File: src/rtl/lvds_pkg.sv
// Shared types and lane mapping for the 7-lane 7:1 LVDS link controller.
package lvds_pkg;

    typedef enum logic [1:0] {
        ST_OFF,
        ST_RST_HOLD,
        ST_TRAIN,
        ST_RUN
    } link_state_t;

    localparam int LANES = 7;
    localparam int SLOTS = 7;

    // Slot 0 in the LSB, i.e. the first bit shifted out.
    localparam logic [SLOTS-1:0] CLK_PATTERN = 7'b1100011;

    typedef struct packed {
        logic [23:0] rgb;
        logic        de;
        logic        hs;
        logic        vs;
    } pixel_t;

    localparam pixel_t BLANK_PIXEL = '{rgb: 24'h0, de: 1'b0, hs: 1'b0, vs: 1'b0};

    function automatic logic [LANES*SLOTS-1:0] map_lanes(input pixel_t p, input logic clk_en);
        logic [LANES-1:0][SLOTS-1:0] lane;
        logic [7:0] r, g, b;
        logic [LANES*SLOTS-1:0] w;
        r = p.rgb[23:16];
        g = p.rgb[15:8];
        b = p.rgb[7:0];
        lane[0] = {g[0], r[5:0]};
        lane[1] = {b[1:0], g[5:1]};
        lane[2] = {p.de, p.vs, p.hs, b[5:2]};
        lane[3] = {1'b0, b[7:6], g[7:6], r[7:6]};
        lane[4] = clk_en ? CLK_PATTERN : '0;
        lane[5] = '0;
        lane[6] = '0;
        // Serializer word is slot-major: din[k*LANES + L] is slot k of lane L.
        for (int k = 0; k < SLOTS; k++) begin
            for (int l = 0; l < LANES; l++) begin
                w[k*LANES + l] = lane[l][k];
            end
        end
        return w;
    endfunction

endpackage

File: src/rtl/lvds_lane_packer.sv
// Combinational packer: one pixel plus clock-lane enable into the 49-bit serializer word.
module lvds_lane_packer
    import lvds_pkg::*;
(
    input  logic [23:0]            rgb,
    input  logic                   de,
    input  logic                   hs,
    input  logic                   vs,
    input  logic                   clk_en,
    output logic [LANES*SLOTS-1:0] word
);

    pixel_t pix;

    always_comb begin
        pix.rgb = rgb;
        pix.de  = de;
        pix.hs  = hs;
        pix.vs  = vs;
    end

    assign word = map_lanes(pix, clk_en);

endmodule

File: src/rtl/lvds_link_ctrl.sv
// LVDS link sequencer: serializer reset hold, clock-only training, then pixel packing.
//
// state       | meaning
// ------------+--------------------------------------------------------
// ST_OFF      | link down, serializer in reset, din all zero
// ST_RST_HOLD | lock+enable seen, serializer still in reset, clock lane on
// ST_TRAIN    | serializer running, clock-only blank words
// ST_RUN      | pixels accepted and packed, link_up high
module lvds_link_ctrl
    import lvds_pkg::*;
#(
    parameter int RST_CYCLES   = 16,
    parameter int TRAIN_CYCLES = 1024
) (
    input  logic        pclk,
    input  logic        resetn,
    input  logic        enable,
    input  logic        pll_lock,
    input  logic        pix_valid,
    output logic        pix_ready,
    input  logic [23:0] pix_rgb,
    input  logic        pix_de,
    input  logic        pix_hs,
    input  logic        pix_vs,
    output logic        ser_reset,
    output logic [48:0] din,
    output logic        link_up,
    output logic [15:0] underflow_cnt
);

    localparam int CNT_MAX = (RST_CYCLES > TRAIN_CYCLES) ? RST_CYCLES : TRAIN_CYCLES;
    localparam int CNT_W   = $clog2(CNT_MAX + 1);
    localparam logic [CNT_W-1:0] RST_LOAD   = CNT_W'(RST_CYCLES - 1);
    localparam logic [CNT_W-1:0] TRAIN_LOAD = CNT_W'(TRAIN_CYCLES - 1);

    link_state_t            state;
    logic [CNT_W-1:0]       cnt;
    logic                   hs_hold;
    logic                   vs_hold;
    logic                   de_last;
    logic                   accept;
    logic                   link_ok;
    pixel_t                 pix_sel;
    logic [LANES*SLOTS-1:0] word_nxt;

    assign accept  = pix_valid & pix_ready;
    assign link_ok = enable & pll_lock;

    // Idle RUN cycles repeat the last syncs with DE low; hold regs are zero outside RUN.
    always_comb begin
        pix_sel    = BLANK_PIXEL;
        pix_sel.hs = hs_hold;
        pix_sel.vs = vs_hold;
        if (accept) begin
            pix_sel.rgb = pix_rgb;
            pix_sel.de  = pix_de;
            pix_sel.hs  = pix_hs;
            pix_sel.vs  = pix_vs;
        end
    end

    lvds_lane_packer u_packer (
        .rgb    (pix_sel.rgb),
        .de     (pix_sel.de),
        .hs     (pix_sel.hs),
        .vs     (pix_sel.vs),
        .clk_en (1'b1),
        .word   (word_nxt)
    );

    always_ff @(posedge pclk or negedge resetn) begin
        if (!resetn) begin
            state     <= ST_OFF;
            cnt       <= '0;
            hs_hold   <= 1'b0;
            vs_hold   <= 1'b0;
            de_last   <= 1'b0;
            ser_reset <= 1'b1;
            pix_ready <= 1'b0;
            link_up   <= 1'b0;
            din       <= '0;
        end else if (!link_ok) begin
            state     <= ST_OFF;
            cnt       <= '0;
            hs_hold   <= 1'b0;
            vs_hold   <= 1'b0;
            de_last   <= 1'b0;
            ser_reset <= 1'b1;
            pix_ready <= 1'b0;
            link_up   <= 1'b0;
            din       <= '0;
        end else begin
            din <= word_nxt;
            case (state)
                ST_OFF: begin
                    state     <= ST_RST_HOLD;
                    cnt       <= RST_LOAD;
                    ser_reset <= 1'b1;
                end
                ST_RST_HOLD: begin
                    if (cnt == '0) begin
                        state     <= ST_TRAIN;
                        cnt       <= TRAIN_LOAD;
                        ser_reset <= 1'b0;
                    end else begin
                        cnt <= cnt - 1'b1;
                    end
                end
                ST_TRAIN: begin
                    if (cnt == '0) begin
                        state     <= ST_RUN;
                        pix_ready <= 1'b1;
                        link_up   <= 1'b1;
                    end else begin
                        cnt <= cnt - 1'b1;
                    end
                end
                ST_RUN: begin
                    if (accept) begin
                        hs_hold <= pix_hs;
                        vs_hold <= pix_vs;
                        de_last <= pix_de;
                    end
                end
                default: state <= ST_OFF;
            endcase
        end
    end

    always_ff @(posedge pclk or negedge resetn) begin
        if (!resetn) begin
            underflow_cnt <= '0;
        end else if (state == ST_RUN && !pix_valid && de_last && underflow_cnt != 16'hFFFF) begin
            underflow_cnt <= underflow_cnt + 16'd1;
        end
    end

endmodule

File: config.mk
export PLATFORM = sky130hd
export DESIGN_NAME = lvds_link_ctrl
export DESIGN_NICKNAME = d
export VERILOG_FILES = /design/src/rtl/lvds_pkg.sv /design/src/rtl/lvds_lane_packer.sv /design/src/rtl/lvds_link_ctrl.sv
export SDC_FILE = /design/constraint.sdc
export NUM_CORES = 1
export LEC_CHECK = 0
export BUFFER_PORTS_ARGS = -buffer_cell sky130_fd_sc_hd__buf_2
export CAP_MARGIN = 20
export CORE_MARGIN = 5
export CORE_UTILIZATION = 35
export CTS_BUF_LIST = sky130_fd_sc_hd__clkbuf_2 sky130_fd_sc_hd__clkbuf_4 sky130_fd_sc_hd__clkbuf_8
export DETAILED_ROUTE_END_ITERATION = 10
export SLEW_MARGIN = 5
export SYNTH_ARGS = -nofsm -noshare
export SYNTH_HDL_FRONTEND = slang
export SYNTH_SLANG_ARGS = --single-unit
export TNS_END_PERCENT = 30
File: constraint.sdc
create_clock -name pclk -period 3.4 [get_ports pclk]
set_clock_uncertainty 0.2 [all_clocks]
set_input_delay 0.85 -clock pclk [delete_from_list [all_inputs] [get_ports pclk]]
set_output_delay 0.85 -clock pclk [all_outputs]
set_load 0.02 [all_outputs]
==> results.py, run 1 <==
metrics = {
    "detailed_routing": {
        "drc_errors": 0,
        "wl_met2_mm": 3.19,
        "dr.first_iter.drc_count": 95,
        "wire_per_inst_um": 14.1,
        "ant_nets": 0,
        "wl_met3_um": 391,
        "first_pass_iters": 4,
        "vias": 2292,
        "highest_layer": "met4",
        "drt_wl_total_mm": 6.80,
        "m1WireLength_mm": 3.10,
        "via_per_inst": 4.77,
    },
    "timing": {
        "final.min_clock_period_ns": 2.33,
        "finalSetupViolCount": 0,
        "drv_slew": 0,
        "tns_ns": 0,
        "rsz0062_at_grt": "false",
        "relSlewSlack_pct": 48.7,
        "tightest_slew_ns": 0.769,
        "max_freq_mhz": 429,
        "hold_viol": 0,
        "finalCritPeriodShare_pct": 68.5,
    },
    "finish": {
        "syn2layout_area_growth_pct": 20.6,
        "multi_input_comb_area_mm2": 0.00138,
        "regArea_mm2": 0.00155,
        "diodes": 0,
        "nFillCells": 870,
        "final_nets": 407,
        "drive_gt1_share_pct": 30.8,
        "utilization_pct": 43.0,
    },
    "critical_path": {
        "worstPathRequired_ns": 3.45,
        "cp-start-kind": "flop",
        "reg2reg_slack_ns": 1.07,
        "critPathKind": "flop to flop",
        "arrival_ns": 2.38,
        "startpoint": "state[0]$_DFFE_PN0P_",
        "crit-reg2reg-launch": "state[0]$_DFFE_PN0P_",
        "crit_fanout": 15,
        "worstSetupEndpointType": "flop",
    },
    "global_route": {
        "antenna_found_initial": 0,
        "grt_first_pass_wirelength_mm": 11.4,
        "grtUsageTotal_pct": 13.0,
        "grt_max_degree": 63,
        "grt_pass1_vias": 2269,
        "overflow": 0,
    },
    "power": {
        "clkPwrFrac_pct": 41.2,
        "p_comb_share_pct": 12.3,
        "switchingPower_mw": 0.447,
        "p_per_area_mw_per_mm2": 437,
        "internal_power_mw": 1.18,
        "seq_power_share_pct": 46.5,
        "peakVddDrop_mv": 0.184,
        "leakagePower_nw": 2.01,
        "swShare_pct": 27.4,
    },
    "floorplanning": {
        "dieArea_mm2": 0.0108,
        "die_y_um": 104,
        "start_util_pct": 35.6,
        "floorplan.die.width_um": 104,
        "rows": 34,
        "io-pin-count": 100,
        "core_area_mm2": 0.00868,
    },
    "synthesis": {
        "synth_edf_count": 0,
        "synth.avg_cell_area_um2": 10.8,
        "yosys.area.top_type": "dfrtp_1",
        "synth.most_common_cell": "dfrtp_1",
        "ys_types": 58,
        "ys_seq_area_share_pct": 50.2,
        "yosys_warnings": 0,
        "yosys_most_used_dff": "dfrtp_1",
        "synth.cells.most_frequent": "dfrtp_1 (61), and2_1 (27), buf_4 (22)",
        "netlist.area_leader.share_pct": 49.4,
        "synthTopCellsByArea": "dfrtp_1 (49%), and2_1 (5.5%), buf_4 (5.3%), xnor2_1 (3.4%), ha_1 (2.8%)",
        "ys_ff_latch": 62,
        "syn_inst": 286,
        "synthArstFlopShare_pct": 100,
        "syn_area_mm2": 0.00309,
    },
    "min_path": {
        "hold_start": "underflow_cnt[8]$_DFFE_PN0P_",
        "hold_class": "flop to flop",
    },
    "clocking": {
        "clock_sinks": 62,
        "cts_max_path_buffers": 2,
        "numCtsBuffers": 9,
        "clk_pin_slew_worst_paths_ns": 0.07,
        "clock_latency_ns": 0.35,
        "htree_levels": 3,
        "clk_root_buffer_cell": "clkbuf_8",
        "cts_tree": "done",
        "postCtsHoldBufs": 0,
        "cts_resized": 0,
        "cts_setup_buffers": 0,
    },
    "placed_design": {
        "port_buffers": 81,
        "place_congestion": 0.798,
        "hpwlAfterDp_mm": 4.97,
    },
    "outcome": {
        "status": "finished clean",
    },
    "job": {
        "cap_viol_max_count": 0,
    },
}
cell usage in the layout (no fill, tap or decap), types with 2 or more instances in the layout:
| cell type | instances |
|---|---|
| o21ai_1 | 7 |
| xnor2_1 | 12 |
| and3_1 | 7 |
| a21o_1 | 4 |
| a31oi_1 | 2 |
| o2bb2ai_1 | 2 |
| a22o_1 | 3 |
| a21oi_1 | 9 |
| conb_1 | 18 |
| dfrtp_1 | 61 |
| clkbuf_8 | 10 |
| buf_2 | 81 |
| nor2b_1 | 2 |
| and3b_1 | 2 |
| nor2_1 | 17 |
| nor3_1 | 3 |
| o21ai_0 | 7 |
| nand4_2 | 3 |
| inv_6 | 2 |
| inv_1 | 7 |
| and4_1 | 2 |
| nand3_1 | 9 |
| nand4_1 | 6 |
| nand2_1 | 17 |
| o211ai_1 | 3 |
| nand2b_1 | 3 |
| xor2_1 | 3 |
| buf_4 | 2 |
| and2_1 | 27 |
| ha_1 | 7 |
| mux2i_1 | 3 |
stage by stage:
step | total power, mW | std cells | hold slack, ns | instance area (µm²) | setup slack [ns]
global placement | 0.972 | 464 | 0.275 | 3510 | 0.906
floorplan | 0.927 | 303 | 0.282 | 3160 | 1.29
global route | 1.71 | 481 | 0.329 | 3730 | 0.968
finish | 1.63 | 481 | 0.292 | 3730 | 1.07
CTS | 1.66 | 481 | 0.297 | 3730 | 1.09
detailed placement | 0.972 | 465 | 0.285 | 3520 | 0.987
area by class of cell:
cell class	instances	share of cell area [%]
inverter	7	0.704
clock buffer	10	3.69
clock inverter	6	1.85
sequential	62	41.6
timing repair buffer	84	11.6
multi-input combinational	204	36.9
tap	108	3.62
path summary, 6_finish.rpt:
kind / end / cells after the start
min: underflow_cnt[8]$_DFFE_PN0P_ / 1
min reg2reg: underflow_cnt[8]$_DFFE_PN0P_ / 1
max in group asynchronous: cnt[10]$_DFFE_PN0P_ / 2
max: cnt[9]$_DFFE_PN0P_ / 6
min in group asynchronous: din[2]$_DFF_PN0_ / 2
max reg2reg: cnt[9]$_DFFE_PN0P_ / 6
cells by family after synthesis:
logic type | count (synthesis) | share of synthesized area, %
AND/OR/NAND/NOR | 112 | 22.9
flip-flops | 62 | 50.2
AO/OA/AOI/OAI | 48 | 11.0
buffers and inverters | 37 | 7.28
XOR/XNOR | 15 | 4.25
adder cells (fa/ha/maj) | 7 | 2.83
multiplexers | 4 | 1.34
other | 1 | 0.121
sequential cells by signal, indices dropped and copies added, names as in the netlist:
| register | flops |
|---|---|
| underflow_cnt | 16 |
| vs_hold | 1 |
| link_up | 1 |
| de_last | 1 |
| state | 2 |
| hs_hold | 1 |
| din | 28 |
| cnt | 11 |
| ser_reset | 1 |
power groups by stage:
stage | combinational [mW] | sequential, mW | clock (mW)
finish | 0.200 | 0.759 | 0.672
global route | 0.226 | 0.760 | 0.727
CTS | 0.201 | 0.759 | 0.699
detailed placement | 0.199 | 0.773 | 0
global placement | 0.199 | 0.773 | 0
floorplan | 0.155 | 0.772 | 0
layer usage:
layer	global-route usage, %	vias up
met5	0	-
met3	3.60	10
met2	19.9	63
met4	6.11	0
li1	-	1119
met1	16.9	1100
critical path, stage by stage (launching register included):
cell and delay [ns]:
dfrtp_1 0.41, inv_1 0.09, ha_1 0.51, nor3_1 0.22
nor3_4 0.33, nand2_1 0.17, o41ai_2 0.29
Power figures use the tool's default switching activity.
==> run 2, diff against run 1 <==
--- a/config.mk
+++ b/config.mk
@@ -5,6 +5,7 @@
 export SDC_FILE = /design/constraint.sdc
 export NUM_CORES = 1
 export LEC_CHECK = 0
+export ABC_AREA = 1
 export BUFFER_PORTS_ARGS = -buffer_cell sky130_fd_sc_hd__buf_2
 export CAP_MARGIN = 20
 export CORE_MARGIN = 5
==> constraint.sdc (replaced) <==
create_clock -name pclk -period 1.9 [get_ports pclk]
set_clock_uncertainty 0.2 [all_clocks]
set_input_delay 0.475 -clock pclk [delete_from_list [all_inputs] [get_ports pclk]]
set_output_delay 0.475 -clock pclk [all_outputs]
set_load 0.02 [all_outputs]
==> run 2 against run 1 <==
Via count increased by 25%. Critical endpoint is now underflow_cnt[2]. Core utilization increased by 1.6 points. Critical path depth shrank 5. Critical path type is now flop to output port. Flip-flop and latch count did not move.
==> results.py, run 2 <==
metrics = {
    "detailed_routing": {
        "via_per_inst": 4.57,
        "wire_per_inst_um": 12.5,
        "dr.first_iter.drc_count": 107,
        "vias": 2872,
        "drt_wl_total_mm": 7.85,
        "first_pass_iters": 4,
        "drc_errors": 0,
        "ant_nets": 0,
    },
    "synthesis": {
        "yosys.area.top_type": "dfrtp_1",
        "yosys_most_used_dff": "dfrtp_1",
        "ys_seq_area_share_pct": 47.4,
        "syn_inst": 413,
        "synthMuxAreaShare_pct": 0,
        "synth_edf_count": 0,
        "synth.most_common_cell": "nand2_1",
        "synthAdderAreaFrac_pct": 2.67,
        "synthArstFlopShare_pct": 100,
        "synth_top_family_by_area": "simple AND/OR/NAND/NOR gates",
        "netlist.area_leader.share_pct": 46.6,
        "syn_area_mm2": 0.00328,
        "yosys_warnings": 0,
        "synth_compound_area_share_pct": 5.50,
        "synthXorXnorAreaFrac_pct": 3.74,
        "ys_types": 29,
        "synth.avg_cell_area_um2": 7.93,
        "synth.cells.most_frequent": "nand2_1 (134), dfrtp_1 (61), nor2_1 (52)",
        "synth-simple-area-share_pct": 30.3,
        "ys_ff_latch": 62,
        "synthTopCellsByArea": "dfrtp_1 (47%), nand2_1 (15%), nor2_1 (6.0%), buf_4 (5.3%), inv_1 (3.7%)",
    },
    "outcome": {
        "status": "finished clean",
    },
    "finish": {
        "nFillCells": 916,
        "diodes": 0,
        "reg.largest.list": "din: 28 flops, underflow_cnt: 16 flops, cnt: 11 flops",
        "layout_common_cells": "nand2_1 (133), buf_2 (81), dfrtp_1 (61), nor2_1 (48), inv_1 (31)",
        "syn2layout_area_growth_pct": 25.0,
        "largest_register_ffs": 28,
        "fin_area_mm2": 0.00410,
        "drive_gt1_share_pct": 28.2,
        "largest-register": "din",
        "final_nets": 551,
        "final_common_cell": "nand2_1",
        "utilization_pct": 44.5,
    },
    "timing": {
        "finalSetupViolCount": 0,
        "max_freq_mhz": 573,
        "hold_viol": 0,
        "tightest_slew_ns": 0.502,
        "finalCritPeriodShare_pct": 91.9,
        "final.min_clock_period_ns": 1.75,
        "relSlewSlack_pct": 66.2,
        "drv_slew": 0,
    },
    "min_path": {
        "hold_start": "pix_rgb[0]",
        "hold_class": "input port to flop",
    },
    "critical_path": {
        "cp-start-kind": "flop",
        "critPathKind": "flop to output port",
        "arrival_ns": 1.07,
        "cp_slowest_cell": "dfrtp_1",
        "crit_buf_inv": 1,
        "startpoint": "underflow_cnt[2]$_DFFE_PN0P_",
        "crit-reg2reg-launch": "state[0]$_DFFE_PN0P_",
        "critPathTopFamily": "flip-flops",
        "worstSetupEndpointType": "output port",
        "crit_chain": "buf_2",
        "worstPathRequired_ns": 1.22,
        "crit_fanout": 7,
        "slowest_delay_ns": 0.50,
    },
    "clocking": {
        "cts_tree": "done",
        "clk_pin_slew_worst_paths_ns": 0.08,
        "clk_root_buffer_cell": "clkbuf_8",
        "numCtsBuffers": 9,
        "clock_latency_ns": 0.34,
        "htree_levels": 3,
        "clock_sinks": 62,
        "cts_max_path_buffers": 2,
    },
    "global_route": {
        "antenna_found_initial": 0,
        "grt_first_pass_wirelength_mm": 13.1,
        "grt_max_degree": 49,
        "grtUsageTotal_pct": 14.2,
        "grt_pass1_vias": 2820,
        "overflow": 0,
    },
    "floorplanning": {
        "floorplan.die.width_um": 107,
        "dieArea_mm2": 0.0114,
        "start_util_pct": 35.6,
        "io-pin-count": 100,
        "rows": 35,
        "core_area_mm2": 0.00920,
        "die_y_um": 107,
    },
    "placed_design": {
        "place_congestion": 0.864,
        "hpwlAfterDp_mm": 5.78,
        "place_area_mm2": 0.00380,
        "port_buffers": 81,
    },
    "power": {
        "leakagePower_nw": 2.16,
        "power.total_mw": 2.99,
        "peakVddDrop_mv": 0.375,
        "p_per_area_mw_per_mm2": 730,
    },
    "job": {
        "cap_viol_max_count": 0,
    },
}
-- run 2: cell families after synthesis --
| group | count (synthesis) |
|---|---|
| xor+xnor | 14 |
| fa+ha+maj | 7 |
| buf+inv | 64 |
| flops | 62 |
| other cells | 1 |
| compound gates | 31 |
| simple gates | 234 |
-- run 2: worst min-delay path, stage by stage --
cell	delay, ns
buf_2	0.10
nand2_1	0.05
nor2_1	0.03
-- run 2: power breakdown --
part	switching, mW	leakage (nW)	internal, mW
Combinational	0.277	1.23	0.145
Clock	0.590	0.0968	0.621
Sequential	0.0190	0.830	1.34
-- run 2: final cells by class --
class                      instances  area [µm²]  area share [%]
multi-input combinational        304        1490            36.4
sequential                        62        1550            37.9
clock buffer                       9         124            3.02
inverter                          34         136            3.33
tap                              111         139            3.39
clock inverter                     7        80.1            1.96
timing repair buffer             101         574            14.0
-- run 2: repair_timing --
item | CTS | global route
resized for setup | 0 | 14
endpoints found under the hold margin | 13 | 0
endpoints found under the setup margin | 0 | 25
setup buffers | 0 | 5
hold buffers | 1 | 0
-- run 2: worst paths after layout --
| path | endpoint | slack [ns] | cells after the start |
|---|---|---|---|
| setup / recovery | underflow_cnt[2] | 0.15 | 1 |
| hold / removal | din[36]$_DFF_PN0_ | 0.14 | 3 |
| setup reg to reg | cnt[1]$_DFFE_PN0P_ | 0.17 | 9 |
| hold reg to reg | din[30]$_DFF_PN0_ | 0.33 | 2 |
| max in group asynchronous | underflow_cnt[9]$_DFFE_PN0P_ | 0.54 | 3 |
| min in group asynchronous | din[29]$_DFF_PN0_ | 0.38 | 2 |
-- run 2: layer usage --
| layer | part of all wire, % | global-route usage [%] | routed length [µm] | vias up |
|---|---|---|---|---|
| met5 | 0 | 0 | 0 | - |
| met4 | 1.2 | 4.11 | 97 | 0 |
| met3 | 5.4 | 4.03 | 422 | 8 |
| met2 | 49 | 24.1 | 3830 | 70 |
| met1 | 45 | 17.5 | 3500 | 1339 |
| li1 | - | - | - | 1455 |
-- run 2: metrics by stage --
step / setup TNS (ns) / cells / hold slack [ns] / setup slack [ns]
2_1_floorplan: 0 / 430 / -0.0206 / 0.0606
3_3_place_gp: 0 / 606 / 0.216 / 0.116
3_5_place_dp: 0 / 606 / 0.214 / 0.0981
4_1_cts: 0 / 623 / 0.119 / 0.0432
5_1_grt: -0.0104 / 628 / 0.122 / -0.0104
6_report: 0 / 628 / 0.141 / 0.154
==> run 3, diff against run 2 <==
--- a/config.mk
+++ b/config.mk
@@ -11,7 +11,9 @@
 export CORE_MARGIN = 5
 export CORE_UTILIZATION = 35
 export CTS_BUF_LIST = sky130_fd_sc_hd__clkbuf_2 sky130_fd_sc_hd__clkbuf_4 sky130_fd_sc_hd__clkbuf_8
+export CTS_CLUSTER_DIAMETER = 60
 export DETAILED_ROUTE_END_ITERATION = 10
+export GPL_ROUTABILITY_DRIVEN = 0
 export SLEW_MARGIN = 5
 export SYNTH_ARGS = -nofsm -noshare
 export SYNTH_HDL_FRONTEND = slang
==> constraint.sdc (replaced) <==
create_clock -name pclk -period 1.9 [get_ports pclk]
set_clock_uncertainty 0.2 [all_clocks]
set_input_delay 0.285 -clock pclk [delete_from_list [all_inputs] [get_ports pclk]]
set_output_delay 0.285 -clock pclk [all_outputs]
set_load 0.02 [all_outputs]
==> run 3 against run 2 <==
Clock-buffer cell count stayed put. First-iteration DRC count down 28%. Via count rose by 3.5%. Setup slack improved by 0.0096 ns. Maximum frequency is 0.55% higher. Clock power hardly changed. Wire length grew 3.6%. Global-route usage increased by 0.44 points. Sequential power hardly changed. Critical path type is now flop to flop.
==> results.py, run 3 (synthesis results as in run 2) <==
metrics = {
    "floorplanning": {
        "rows": 35,
        "io-pin-count": 100,
        "core_area_mm2": 0.00920,
        "floorplan.die.width_um": 107,
        "die_y_um": 107,
        "start_util_pct": 35.6,
        "dieArea_mm2": 0.0114,
    },
    "critical_path": {
        "slowest_delay_ns": 0.41,
        "worstSetupEndpointType": "flop",
        "cpMostUsedCell": "nand2_1",
        "crit_chain": "inv_1 > buf_4 > ha_1 > nand2_2 > inv_1 > nand3_1 > nand2_1 > nand2_1 > nand2_1 > o21ai_0",
        "cp_slowest_cell": "dfrtp_1",
        "critPathTopFamily": "flip-flops",
        "crit_fanout": 4,
        "reg2reg_depth": 10,
        "critPathKind": "flop to flop",
        "cp-start-kind": "flop",
        "arrival_ns": 1.80,
        "worstPathRequired_ns": 1.97,
        "path_depth": 10,
        "crit_buf_inv": 3,
    },
    "timing": {
        "hold_viol": 0,
        "finalCritPeriodShare_pct": 91.4,
        "finalSetupViolCount": 0,
        "rsz0062_at_grt": "false",
        "tns_ns": 0,
        "drv_slew": 0,
        "setup_ws_ns": 0.164,
        "hold_ws_ns": 0.219,
        "max_freq_mhz": 576,
        "final.min_clock_period_ns": 1.74,
    },
    "power": {
        "seq_power_share_pct": 44.8,
        "power.total_mw": 3.03,
        "p_per_area_mw_per_mm2": 697,
        "clkPwrFrac_pct": 40.4,
        "swShare_pct": 29.5,
        "p_comb_share_pct": 14.8,
        "internal_power_mw": 2.14,
        "leakagePower_nw": 2.28,
        "switchingPower_mw": 0.895,
        "peakVddDrop_mv": 0.296,
    },
    "detailed_routing": {
        "dr.first_iter.drc_count": 77,
        "via_per_inst": 4.54,
        "drt_wl_total_mm": 8.14,
        "wire_per_inst_um": 12.4,
        "first_pass_iters": 4,
        "vias": 2972,
        "drc_errors": 0,
        "m1WireLength_mm": 3.51,
        "wl_met3_um": 353,
        "highest_layer": "met4",
        "wl_met2_mm": 4.18,
        "ant_nets": 0,
    },
    "finish": {
        "layout_common_cells": "nand2_1 (133), buf_2 (81), dfrtp_1 (61), nor2_1 (50), inv_1 (32)",
        "largest-register": "din",
        "fin_area_mm2": 0.00435,
        "reg.largest.list": "din: 28 flops, underflow_cnt: 16 flops, cnt: 11 flops",
        "final_nets": 578,
        "final_common_cell": "nand2_1",
        "fin_cells": 655,
        "diodes": 0,
        "drive_gt1_share_pct": 25.9,
        "syn2layout_area_growth_pct": 32.7,
        "utilization_pct": 47.3,
        "largest_register_ffs": 28,
    },
    "clocking": {
        "clk_pin_slew_worst_paths_ns": 0.08,
        "clock_sinks": 62,
        "htree_levels": 3,
        "clock_latency_ns": 0.34,
        "clk_root_buffer_cell": "clkbuf_8",
        "cts_max_path_buffers": 2,
        "cts_tree": "done",
        "numCtsBuffers": 9,
    },
    "job": {
        "cap_viol_max_count": 0,
    },
    "min_path": {
        "hold_class": "input port to flop",
        "hold_depth": 5,
    },
    "global_route": {
        "grt_first_pass_wirelength_mm": 13.6,
        "antenna_found_initial": 0,
        "grt_pass1_vias": 2946,
        "grt_max_degree": 63,
        "overflow": 0,
        "grtUsageTotal_pct": 14.6,
    },
    "placed_design": {
        "port_buffers": 81,
        "hpwlAfterDp_mm": 5.65,
        "dp.cells": 606,
        "dpl_worst_slack_ns": 0.0562,
        "place_area_mm2": 0.00380,
    },
    "outcome": {
        "status": "finished clean",
    },
}
==> run 3: cell types whose count changed in the layout (fill, tap and decap cells not counted), sizes merged <==
cell,previous run,this run
clkinvlp,3,2
clkinv,1,2
dlygate4sd3,1,28
==> run 3: tightest hold or removal path: stages <==
cell	delay, ns
buf_2	0.10
nor3_2	0.05
nand2_2	0.15
nand2_1	0.07
nand2_1	0.06
==> run 3: power by group through the flow <==
stage | Sequential (mW) | Clock [mW] | Combinational (mW)
5_1_grt | 1.36 | 1.30 | 0.511
3_3_place_gp | 1.38 | 0 | 0.384
3_5_place_dp | 1.39 | 0 | 0.388
6_report | 1.36 | 1.22 | 0.449
4_1_cts | 1.36 | 1.25 | 0.434
2_1_floorplan | 1.39 | 0 | 0.284
==> run 3: worst paths after layout <==
kind,from,endpoint,slack (ns)
worst max register to register,cnt[0]$_DFFE_PN0P_,cnt[6]$_DFFE_PN0P_,0.16
worst min register to register,hs_hold$_DFFE_PN0P_,din[30]$_DFF_PN0_,0.30
worst max-delay path,cnt[0]$_DFFE_PN0P_,cnt[6]$_DFFE_PN0P_,0.16
worst min-delay path,pix_valid,underflow_cnt[9]$_DFFE_PN0P_,0.22
min in group asynchronous,resetn,din[29]$_DFF_PN0_,0.26
max in group asynchronous,resetn,cnt[7]$_DFFE_PN0P_,0.94
==> run 3: routing by layer <==
| metal | track usage [%] | up-vias |
|---|---|---|
| li1 | - | 1505 |
| met1 | 17.7 | 1390 |
| met2 | 25.9 | 68 |
| met3 | 2.59 | 9 |
| met4 | 5.39 | 0 |
| met5 | 0 | - |
==> run 3: layout make-up <==
cell class | instances | area, µm²
clock buffer | 9 | 124
fill | 912 | 4850
inverter | 34 | 130
clock inverter | 7 | 82.6
sequential | 62 | 1550
tap | 111 | 139
multi-input combinational | 304 | 1480
timing repair buffer | 128 | 841
==> run 3: repair_timing <==
action	in CTS	in global routing
gates resized for setup	0	7
endpoints found under the setup margin	0	24
endpoints found under the hold margin	88	0
setup buffers	0	5
hold buffers	28	0
